===== src/rtl/fifo_pkg.sv =====
// Shared defaults and elaboration helpers for the synchronous FIFO family.
package fifo_pkg;

    localparam int DEFAULT_WIDTH = 8;
    localparam int DEFAULT_DEPTH = 16;

    // Ceiling log2, used to cross-check the pointer width against the depth.
    function automatic int clog2(input int value);
        int result;
        int remain;
        result = 32'd0;
        remain = value - 32'd1;
        while (remain > 32'd0) begin
            result = result + 32'd1;
            remain = remain >>> 1;
        end
        return result;
    endfunction

endpackage


===== src/rtl/fifo_dpram.sv =====
// FIFO storage: one synchronous write port, one asynchronous read port.
// Contents are never reset; the pointer logic decides what is valid.
module fifo_dpram #(
    parameter int WIDTH     = 8,
    parameter int PTR_WIDTH = 4
) (
    input  logic                 clk,
    input  logic                 we,
    input  logic [PTR_WIDTH-1:0] waddr,
    input  logic [WIDTH-1:0]     wdata,
    input  logic [PTR_WIDTH-1:0] raddr,
    output logic [WIDTH-1:0]     rdata
);

    logic [WIDTH-1:0] mem [0:(2**PTR_WIDTH)-1];

    // Store an accepted write at the write address.
    always_ff @(posedge clk) begin
        if (we) begin
            mem[waddr] <= wdata;
        end
    end

    assign rdata = mem[raddr];

endmodule


===== src/rtl/sync_fifo_flags.sv =====
// Synchronous FIFO with occupancy count, high-water mark, almost/full/empty
// flags and one-cycle overflow/underflow error pulses. Supports a standard
// registered read or first-word-fall-through presentation of the head entry.
module sync_fifo_flags
    import fifo_pkg::*;
#(
    parameter int WIDTH     = DEFAULT_WIDTH,
    parameter int DEPTH     = DEFAULT_DEPTH,
    parameter int PTR_WIDTH = 4,
    parameter int AF_LEVEL  = DEPTH - 2,
    parameter int AE_LEVEL  = 2,
    parameter int FWFT      = 0
) (
    input  logic               clk,
    input  logic               rst,
    input  logic               clr,
    input  logic               wr_en,
    input  logic [WIDTH-1:0]   wr_data,
    input  logic               rd_en,
    output logic [WIDTH-1:0]   rd_data,
    output logic               full,
    output logic               empty,
    output logic               almost_full,
    output logic               almost_empty,
    output logic               wr_error,
    output logic               rd_error,
    output logic [PTR_WIDTH:0] count,
    output logic [PTR_WIDTH:0] max_count
);

    // Reject configurations where the address width cannot index DEPTH entries.
    if ((PTR_WIDTH != clog2(DEPTH)) || (DEPTH < 4) || ((1 << PTR_WIDTH) != DEPTH)) begin : g_bad_cfg
        $error("sync_fifo_flags: DEPTH must be a power of two >= 4 and PTR_WIDTH = log2(DEPTH)");
    end

    localparam logic [PTR_WIDTH:0] ONE       = {{PTR_WIDTH{1'b0}}, 1'b1};
    localparam logic [PTR_WIDTH:0] ZERO      = {(PTR_WIDTH+1){1'b0}};
    localparam logic [PTR_WIDTH:0] DEPTH_CNT = DEPTH[PTR_WIDTH:0];
    localparam logic [PTR_WIDTH:0] AF_CNT    = AF_LEVEL[PTR_WIDTH:0];
    localparam logic [PTR_WIDTH:0] AE_CNT    = AE_LEVEL[PTR_WIDTH:0];

    // Registered state (pointers carry a wrap bit above the address bits).
    logic [PTR_WIDTH:0] wr_ptr;
    logic [PTR_WIDTH:0] rd_ptr;
    logic [WIDTH-1:0]   rd_data_q;

    // Next-state values.
    logic               rd_acc;
    logic               wr_acc;
    logic               mem_we;
    logic [PTR_WIDTH:0] wr_ptr_next;
    logic [PTR_WIDTH:0] rd_ptr_next;
    logic [PTR_WIDTH:0] count_next;
    logic [PTR_WIDTH:0] max_count_next;
    logic               wr_error_next;
    logic               rd_error_next;
    logic [WIDTH-1:0]   rd_data_next;
    logic               full_next;
    logic               empty_next;
    logic               almost_full_next;
    logic               almost_empty_next;

    logic [WIDTH-1:0]   mem_rdata;

    fifo_dpram #(
        .WIDTH     (WIDTH),
        .PTR_WIDTH (PTR_WIDTH)
    ) u_mem (
        .clk   (clk),
        .we    (mem_we),
        .waddr (wr_ptr[PTR_WIDTH-1:0]),
        .wdata (wr_data),
        .raddr (rd_ptr[PTR_WIDTH-1:0]),
        .rdata (mem_rdata)
    );

    // Accept logic, pointer/count/max update, error detection and flag lookahead.
    always_comb begin
        rd_acc            = rd_en & ~empty;
        wr_acc            = wr_en & (~full | rd_acc);
        mem_we            = 1'b0;
        wr_ptr_next       = wr_ptr;
        rd_ptr_next       = rd_ptr;
        count_next        = count;
        max_count_next    = max_count;
        wr_error_next     = 1'b0;
        rd_error_next     = 1'b0;
        rd_data_next      = rd_data_q;

        if (clr) begin
            // Flush wins over any request in the same cycle and raises no error.
            wr_ptr_next    = ZERO;
            rd_ptr_next    = ZERO;
            count_next     = ZERO;
            max_count_next = ZERO;
        end else begin
            mem_we = wr_acc;
            if (wr_acc) begin
                wr_ptr_next = wr_ptr + ONE;
            end else begin
                wr_ptr_next = wr_ptr;
            end
            if (rd_acc) begin
                rd_ptr_next  = rd_ptr + ONE;
                rd_data_next = mem_rdata;
            end else begin
                rd_ptr_next  = rd_ptr;
                rd_data_next = rd_data_q;
            end
            case ({wr_acc, rd_acc})
                2'b10:   count_next = count + ONE;
                2'b01:   count_next = count - ONE;
                default: count_next = count;
            endcase
            if (count_next > max_count) begin
                max_count_next = count_next;
            end else begin
                max_count_next = max_count;
            end
            wr_error_next = wr_en & ~wr_acc;
            rd_error_next = rd_en & empty;
        end

        full_next         = (count_next == DEPTH_CNT);
        empty_next        = (count_next == ZERO);
        almost_full_next  = (count_next >= AF_CNT);
        almost_empty_next = (count_next <= AE_CNT);
    end

    // State register; reset discards any in-flight operation.
    always_ff @(posedge clk or posedge rst) begin
        if (rst) begin
            wr_ptr       <= ZERO;
            rd_ptr       <= ZERO;
            count        <= ZERO;
            max_count    <= ZERO;
            rd_data_q    <= {WIDTH{1'b0}};
            wr_error     <= 1'b0;
            rd_error     <= 1'b0;
            full         <= 1'b0;
            empty        <= 1'b1;
            almost_full  <= 1'b0;
            almost_empty <= 1'b1;
        end else begin
            wr_ptr       <= wr_ptr_next;
            rd_ptr       <= rd_ptr_next;
            count        <= count_next;
            max_count    <= max_count_next;
            rd_data_q    <= rd_data_next;
            wr_error     <= wr_error_next;
            rd_error     <= rd_error_next;
            full         <= full_next;
            empty        <= empty_next;
            almost_full  <= almost_full_next;
            almost_empty <= almost_empty_next;
        end
    end

    // In fall-through mode the head entry is shown directly; it reads as zero while empty.
    assign rd_data = (FWFT != 0) ? (empty ? {WIDTH{1'b0}} : mem_rdata) : rd_data_q;

endmodule

===== config.mk =====
export PLATFORM = sky130hd
export DESIGN_NAME = sync_fifo_flags
export DESIGN_NICKNAME = d
export VERILOG_FILES = /design/src/rtl/fifo_pkg.sv /design/src/rtl/fifo_dpram.sv /design/src/rtl/sync_fifo_flags.sv
export SDC_FILE = /design/constraint.sdc
export NUM_CORES = 1
export LEC_CHECK = 0
export ABC_AREA = 1
export CORE_ASPECT_RATIO = 0.75
export CORE_MARGIN = 2
export CORE_UTILIZATION = 50
export CTS_CLUSTER_SIZE = 16
export DETAILED_ROUTE_END_ITERATION = 10
export PLACE_DENSITY_LB_ADDON = 0.25
export SYNTH_ARGS = -nofsm -noshare
export SYNTH_HDL_FRONTEND = slang
export SYNTH_HIERARCHICAL = 1
export SYNTH_SLANG_ARGS = --single-unit

===== constraint.sdc =====
create_clock -name clk -period 3.8 [get_ports clk]
set_clock_uncertainty 0.15 [all_clocks]
set_input_delay 0.76 -clock clk [delete_from_list [all_inputs] [get_ports clk]]
set_output_delay 0.76 -clock clk [all_outputs]
set_load 0.05 [all_outputs]

==> results of run 1 <==
## flip-flops by register name, indices dropped and copies added, names as in the netlist
name and count:
almost_empty 1, almost_full 1, count 5, empty 1, full 1, max_count 5
rd_data 8, rd_error 1, rd_ptr 4, u_mem/mem 128, wr_error 1, wr_ptr 4
## worst reg2reg max path, cell delays in order, from the launching register on
cell	delay, ns
dfstp_2	0.55
nor2_2	0.05
inv_2	0.05
nand2_1	0.06
nand2_2	0.08
ha_2	0.21
nand2_1	0.06
inv_1	0.08
nor2_2	0.05
ha_1	0.17
inv_1	0.05
nand2_1	0.08
nand3_1	0.11
nand2_1	0.06
nand2_1	0.05
nand3_1	0.09
nand2_1	0.08
inv_1	0.04
ha_1	0.28
nand2_1	0.08
inv_1	0.06
o21ai_0	0.09
nand3_1	0.13
nand2_1	0.12
nand2_4	0.09
nand4_1	0.12
nand2_1	0.07
## path summary, 6_finish.rpt
kind / slack [ns] / startpoint / cells past startpoint / end
setup / recovery: 0.21 / rd_en / 27 / max_count[3]
hold / removal: 0.33 / rd_data[2] / 2 / rd_data[2]
setup reg to reg: 0.60 / empty / 26 / max_count[3]
hold reg to reg: 0.33 / rd_data[2] / 2 / rd_data[2]
max in group asynchronous: 2.14 / rst / 3 / count[2]
min in group asynchronous: 0.67 / rst / 2 / rd_data[0]
## what timing repair did
action | CTS | global route
gates resized for setup | 0 | 4
endpoints found under the hold margin | 0 | 0
setup endpoints to repair | 0 | 5
## cells in the mapped netlist
library cell  instances
edfxtp_1            128
dfstp_2               2
inv_1               127
buf_2                14
buf_1                 1
inv_2                10
nand2_2               1
nand3b_1              2
o21ai_1               3
ha_1                 10
nand4_1               4
buf_6                 7
xnor2_1               1
nor2_1               30
nand3_1             110
dfrtp_1              30
nor2_4                1
nor2_2                3
nand2_1             245
or2_2                 1
buf_4                 4
nor3_1                1
o21ai_0              10
a21oi_4               1
xor2_1                1
a21oi_1               4
nand3_2               4
## metal layers
layer,GRT usage,routed length [um]
met1,0.339,8040
met2,0.347,7550
met5,0,0
met3,0.0575,1070
met4,0.0756,272
## layout make-up
class	instances	area [um^2]
clock buffers	17	425
inverters	137	514
clock inverters	15	145
fillers	1209	5780
well taps	200	250
multi-input cells	432	1970
repair buffers	72	631
flip-flops and latches	160	4650
## metrics by stage
stage | setup TNS [ns] | worst slack, ns
6_report | 0 | 0.210
5_1_grt | -0.0270 | -0.0177
4_1_cts | 0 | 0.165
3_5_place_dp | -1.01 | -0.223
3_3_place_gp | -0.368 | -0.0920
2_1_floorplan | 0 | 0.249
## report_power, final
part / leakage (nW) / internal (mW) / total, mW / switching (mW)
combinational: 2.00 / 0.602 / 1.83 / 1.23
sequential: 1.57 / 2.03 / 2.13 / 0.0943
clock: 0.264 / 0.959 / 1.64 / 0.682
## cells by family (layout without fill, tap and decap cells)
group,after synthesis,count (layout)
flip-flops,160,160
XOR/XNOR,2,2
AO/OA/AOI/OAI,18,18
adder cells (fa/ha/maj),10,10
AND/OR/NAND/NOR,402,402
buffers and inverters,163,241
==> flow_summary_export.csv, run 1 <==
group,metric,value,unit
setup_path,cp.arrival,3.75,ns
yosys,syn_inst,755,
sta,maxSlewHeadroom,0.397,
global_route,grt_pass1_wl,26.5,mm
yosys,syn_nets,778,
routing,dr.pass1.iters,6,
yosys,ys_warn_count,6,
routing,vias_per_cell,5.07,
place,portBuffers,36,
floorplanning,start_util,0.508,
cells_and_area,syn_to_final_growth,17.6,%
sta,worstMarginPinSlew,0.904,ns
setup_path,crit_required,3.96,ns
setup_path,critPathKind,"input pin to flop",
sta,setup_viol,0,
clock_network,cts_tree,"built",
yosys,synth_compound_area_frac,0.0139,
setup_path,cp_max_fo,7,
routing,wl_per_cell,16.4,um
routing,postRouteAntennaNets,0,
cells_and_area,utilization,0.598,
yosys,synth_area_leaders,"edfxtp_1 53%, nand2_1 13%, dfrtp_1 10%, nand3_1 7.5%, inv_1 6.5%",
cells_and_area,design_area,8580,um^2
sta,hold_viol_final,0,
clock_network,cts_setup_buffers,0,
setup_path,critPathCaptureType,"flop",
routing,first_iter_violations,372,
global_route,antenna_found_initial,0,
yosys,synth_seq_cells,160,
global_route,grt_pass1_vias,5006,
clock_network,cts_inserted_buffers,17,
status,status,"completed",
setup_path,crit_top_cell,"nand2_1",
cells_and_area,drive_gt1_frac,0.110,
clock_network,cts_root_buffer,"clkbuf_16",
yosys,netlist_area,7300,um^2
floorplanning,dieArea,15600,um^2
floorplanning,core_area,14400,um^2
place,place_inst,1001,
yosys,ys_seq_area_frac,0.637,
worst_hold_path,worstHoldPathType,"flop to flop",
power_and_ir_drop,power_leakage,3.83,nW
place,hpwlAfterDp,11.0,mm
cells_and_area,layout_common_cells,"244 x nand2_1, 128 x edfxtp_1, 127 x inv_1",
yosys,synth_area_per_cell,9.67,um^2
floorplanning,io_pins,37,
global_route,grt_util_all_layers,0.233,
clock_network,cts_buffer_depth,2,
place,place_congestion,0.833,
setup_path,cp_slowest_stage_delay,0.47,ns
setup_path,slowest_stage,"clkdlybuf4s50_1",
setup_path,start_kind,"input pin",
cells_and_area,fin_cells,1033,
floorplanning,fp.dieH,109,um
setup_path,cp_top_family,"simple AND/OR/NAND/NOR gates",
clock_network,h-tree-depth,4,
global_route,grt_overflow,0,
yosys,yosys.area_share.simple,0.234,
cells_and_area,diodes,0,
place,postPlaceCellArea,8000,um^2
yosys,synth_top_area_cell,"edfxtp_1",
routing,wl,16.9,mm
sta,slew_viol_final,0,
clock_network,cts_sinks,160,
power_and_ir_drop,powerDensity,653,nW/um^2
sta,fin_crit,3.59,ns
yosys,synth_cell_types,27,
sta,min_period_over_period,0.945,
yosys,muxShareOfSynthArea,0,
routing,drc,0,
yosys,synth_xor_area_frac,0.00240,
power_and_ir_drop,peakVddDrop,0.000539,V
sta,holdWs,0.332,ns
routing,vias,5234,
clock_network,hold_buffers,0,
clock_network,clk_latency,0.43,ns
cells_and_area,final_common_cell,"nand2_1",
yosys,synth_top_family_by_area,"simple AND/OR/NAND/NOR gates",
yosys,synth_top_cell_area_share,0.527,
sta,fmax,279,MHz
yosys,synth-adder-area-share,0.0171,
clock_network,clk_pin_slew,0.06,ns
floorplanning,rows,38,
setup_path,crit_buf_inv,7,
cells_and_area,layout.nets,843,
floorplanning,die_x,144,um
power_and_ir_drop,power,5.60,mW
run,drv_cap,0,
global_route,grt_max_degree,69,
No activity file was read; power rests on OpenSTA's default activity.
==> run 2, diff against run 1 <==
--- a/config.mk
+++ b/config.mk
@@ -6,9 +6,11 @@
 export NUM_CORES = 1
 export LEC_CHECK = 0
 export ABC_AREA = 1
+export CELL_PAD_IN_SITES_DETAIL_PLACEMENT = 0
+export CELL_PAD_IN_SITES_GLOBAL_PLACEMENT = 1
 export CORE_ASPECT_RATIO = 0.75
 export CORE_MARGIN = 2
-export CORE_UTILIZATION = 50
+export CORE_UTILIZATION = 47
 export CTS_CLUSTER_SIZE = 16
 export DETAILED_ROUTE_END_ITERATION = 10
 export PLACE_DENSITY_LB_ADDON = 0.25
==> flow_summary_export.csv, run 2 (synthesis gave the netlist of run 1 again) <==
group,metric,value,unit
sta,worstMarginPinSlew,0.817,ns
floorplanning,dieArea,16600,um^2
place,postPlaceCellArea,8030,um^2
cells_and_area,drive_gt1_frac,0.116,
floorplanning,io_pins,37,
routing,wl,16.8,mm
sta,hold_viol_final,0,
global_route,antenna_found_initial,0,
sta,min_period_over_period,0.920,
cells_and_area,regMostFlops,"u_mem/mem",
setup_path,cp_num_cells,28,
sta,slew_viol_final,0,
cells_and_area,fin_cells,1043,
setup_path,r2r_start,"empty",
sta,fmax,286,MHz
setup_path,cp_slowest_stage_delay,0.47,ns
power_and_ir_drop,powerDensity,665,nW/um^2
setup_path,cp.arrival,3.66,ns
setup_path,critPathCaptureType,"flop",
setup_path,start_kind,"input pin",
cells_and_area,design_area,8670,um^2
setup_path,cp_max_fo,7,
clock_network,cts_sinks,160,
cells_and_area,layout.nets,847,
global_route,top_usage_layer,"met2",
routing,postRouteAntennaNets,0,
sta,rsz0062_at_grt,"false",
sta,holdWs,0.324,ns
power_and_ir_drop,power_leakage,3.88,nW
routing,vias_per_cell,4.91,
sta,tns,0,ns
place,hpwlAfterDp,10.9,mm
setup_path,rr_worst_depth,27,
run,drv_cap,0,
global_route,grt_max_degree,69,
cells_and_area,syn_to_final_growth,18.8,%
clock_network,h-tree-depth,4,
routing,wl_per_cell,16.1,um
sta,setup_viol,0,
worst_hold_path,worstHoldPathType,"flop to flop",
sta,maxSlewHeadroom,0.453,
status,status,"completed",
routing,drc,0,
global_route,grt_overflow,0,
setup_path,crit_buf_inv,8,
setup_path,r2r_slack,0.70,ns
setup_path,slowest_stage,"clkdlybuf4s50_1",
clock_network,cts_inserted_buffers,17,
cells_and_area,largest_reg_flops,128,
global_route,met3_usage,0.0553,
place,place_congestion,0.846,
clock_network,hold_buffers,0,
cells_and_area,layout_common_cells,"244 x nand2_1, 128 x edfxtp_1, 127 x inv_1",
setup_path,crit_top_cell,"nand2_1",
worst_hold_path,worstHoldStart,"rd_data[1]",
routing,first_iter_violations,331,
global_route,grt_pass1_wl,27.0,mm
power_and_ir_drop,peakVddDrop,0.000496,V
floorplanning,die_x,148,um
setup_path,timing.rr.end,"max_count[4]",
worst_hold_path,hold_end,"rd_data[1]",
place,place_inst,1010,
worst_hold_path,holdPathStages,2,
clock_network,cts_setup_buffers,0,
setup_path,cp_top_family,"simple AND/OR/NAND/NOR gates",
setup_path,crit_required,3.97,ns
cells_and_area,nFillCells,1322,
clock_network,clk_pin_slew,0.06,ns
clock_network,cts_root_buffer,"clkbuf_16",
cells_and_area,utilization,0.569,
floorplanning,core_area,15200,um^2
clock_network,clk_latency,0.43,ns
clock_network,cts_buffer_depth,2,
floorplanning,fp.dieH,112,um
clock_network,cts_tree,"built",
setup_path,critPathKind,"input pin to flop",
cells_and_area,final_common_cell,"nand2_1",
power_and_ir_drop,power,5.76,mW
global_route,use_met2,0.325,
routing,vias,5126,
floorplanning,rows,39,
global_route,grt_pass1_vias,5000,
routing,dr.pass1.iters,5,
floorplanning,start_util,0.479,
place,place_ws,-0.262,ns
sta,setup_ws,0.305,ns
place,portBuffers,36,
global_route,grt_util_all_layers,0.218,
sta,fin_crit,3.49,ns
global_route,grt_use_met1,0.313,
## run 2: changes by cell type in the layout (fill, tap and decap cells not counted), sizes merged
cell,previous run,this run
bufinv,2,4
diode,0,1
buf,36,40
clkinvlp,5,3
## run 2: cell type report
| class | count | area [um^2] | share of cell area |
|---|---|---|---|
| clock buffers | 17 | 425 | 0.0491 |
| diodes | 1 | 2.50 | 0.000289 |
| flip-flops and latches | 160 | 4650 | 0.536 |
| inverters | 137 | 514 | 0.0593 |
| clock inverters | 15 | 191 | 0.0221 |
| well taps | 205 | 256 | 0.0296 |
| multi-input cells | 432 | 1970 | 0.227 |
| repair buffers | 76 | 661 | 0.0762 |
## run 2: report_power, final
part           internal (mW)  switching, mW
registers               2.03         0.0977
logic                  0.629           1.23
clock network           1.09          0.680
total                   3.76           2.01
## run 2: timing repair
action | 4_1_cts | 5_1_grt
endpoints found under the hold margin | 0 | 0
setup endpoints to repair | 0 | 5
gates resized for setup | 0 | 4
## run 2: tightest hold or removal path, cell delays in order (launching register included)
cell     delay, ns
dfrtp_1       0.35
nand2_1       0.05
nand2_1       0.04
## run 2: worst max-delay path by stage
stage / to / slack, ns / startpoint
after CTS: max_count[4] / 0.18 / rd_en
final: max_count[4] / 0.31 / rd_en
after floorplan: max_count[0] / 0.25 / rd_en
after global routing: max_count[4] / 0.007 / rd_en
after detailed placement: max_count[4] / -0.26 / rd_en
after global placement: max_count[0] / -0.12 / rd_en
## run 2: layer usage
layer | vias up | routed length [um] | share of wire
li1 | 2548 | - | -
met1 | 2454 | 8070 | 0.48
met2 | 98 | 7700 | 0.46
met3 | 26 | 748 | 0.044
met4 | 0 | 304 | 0.018
met5 | - | 0 | 0
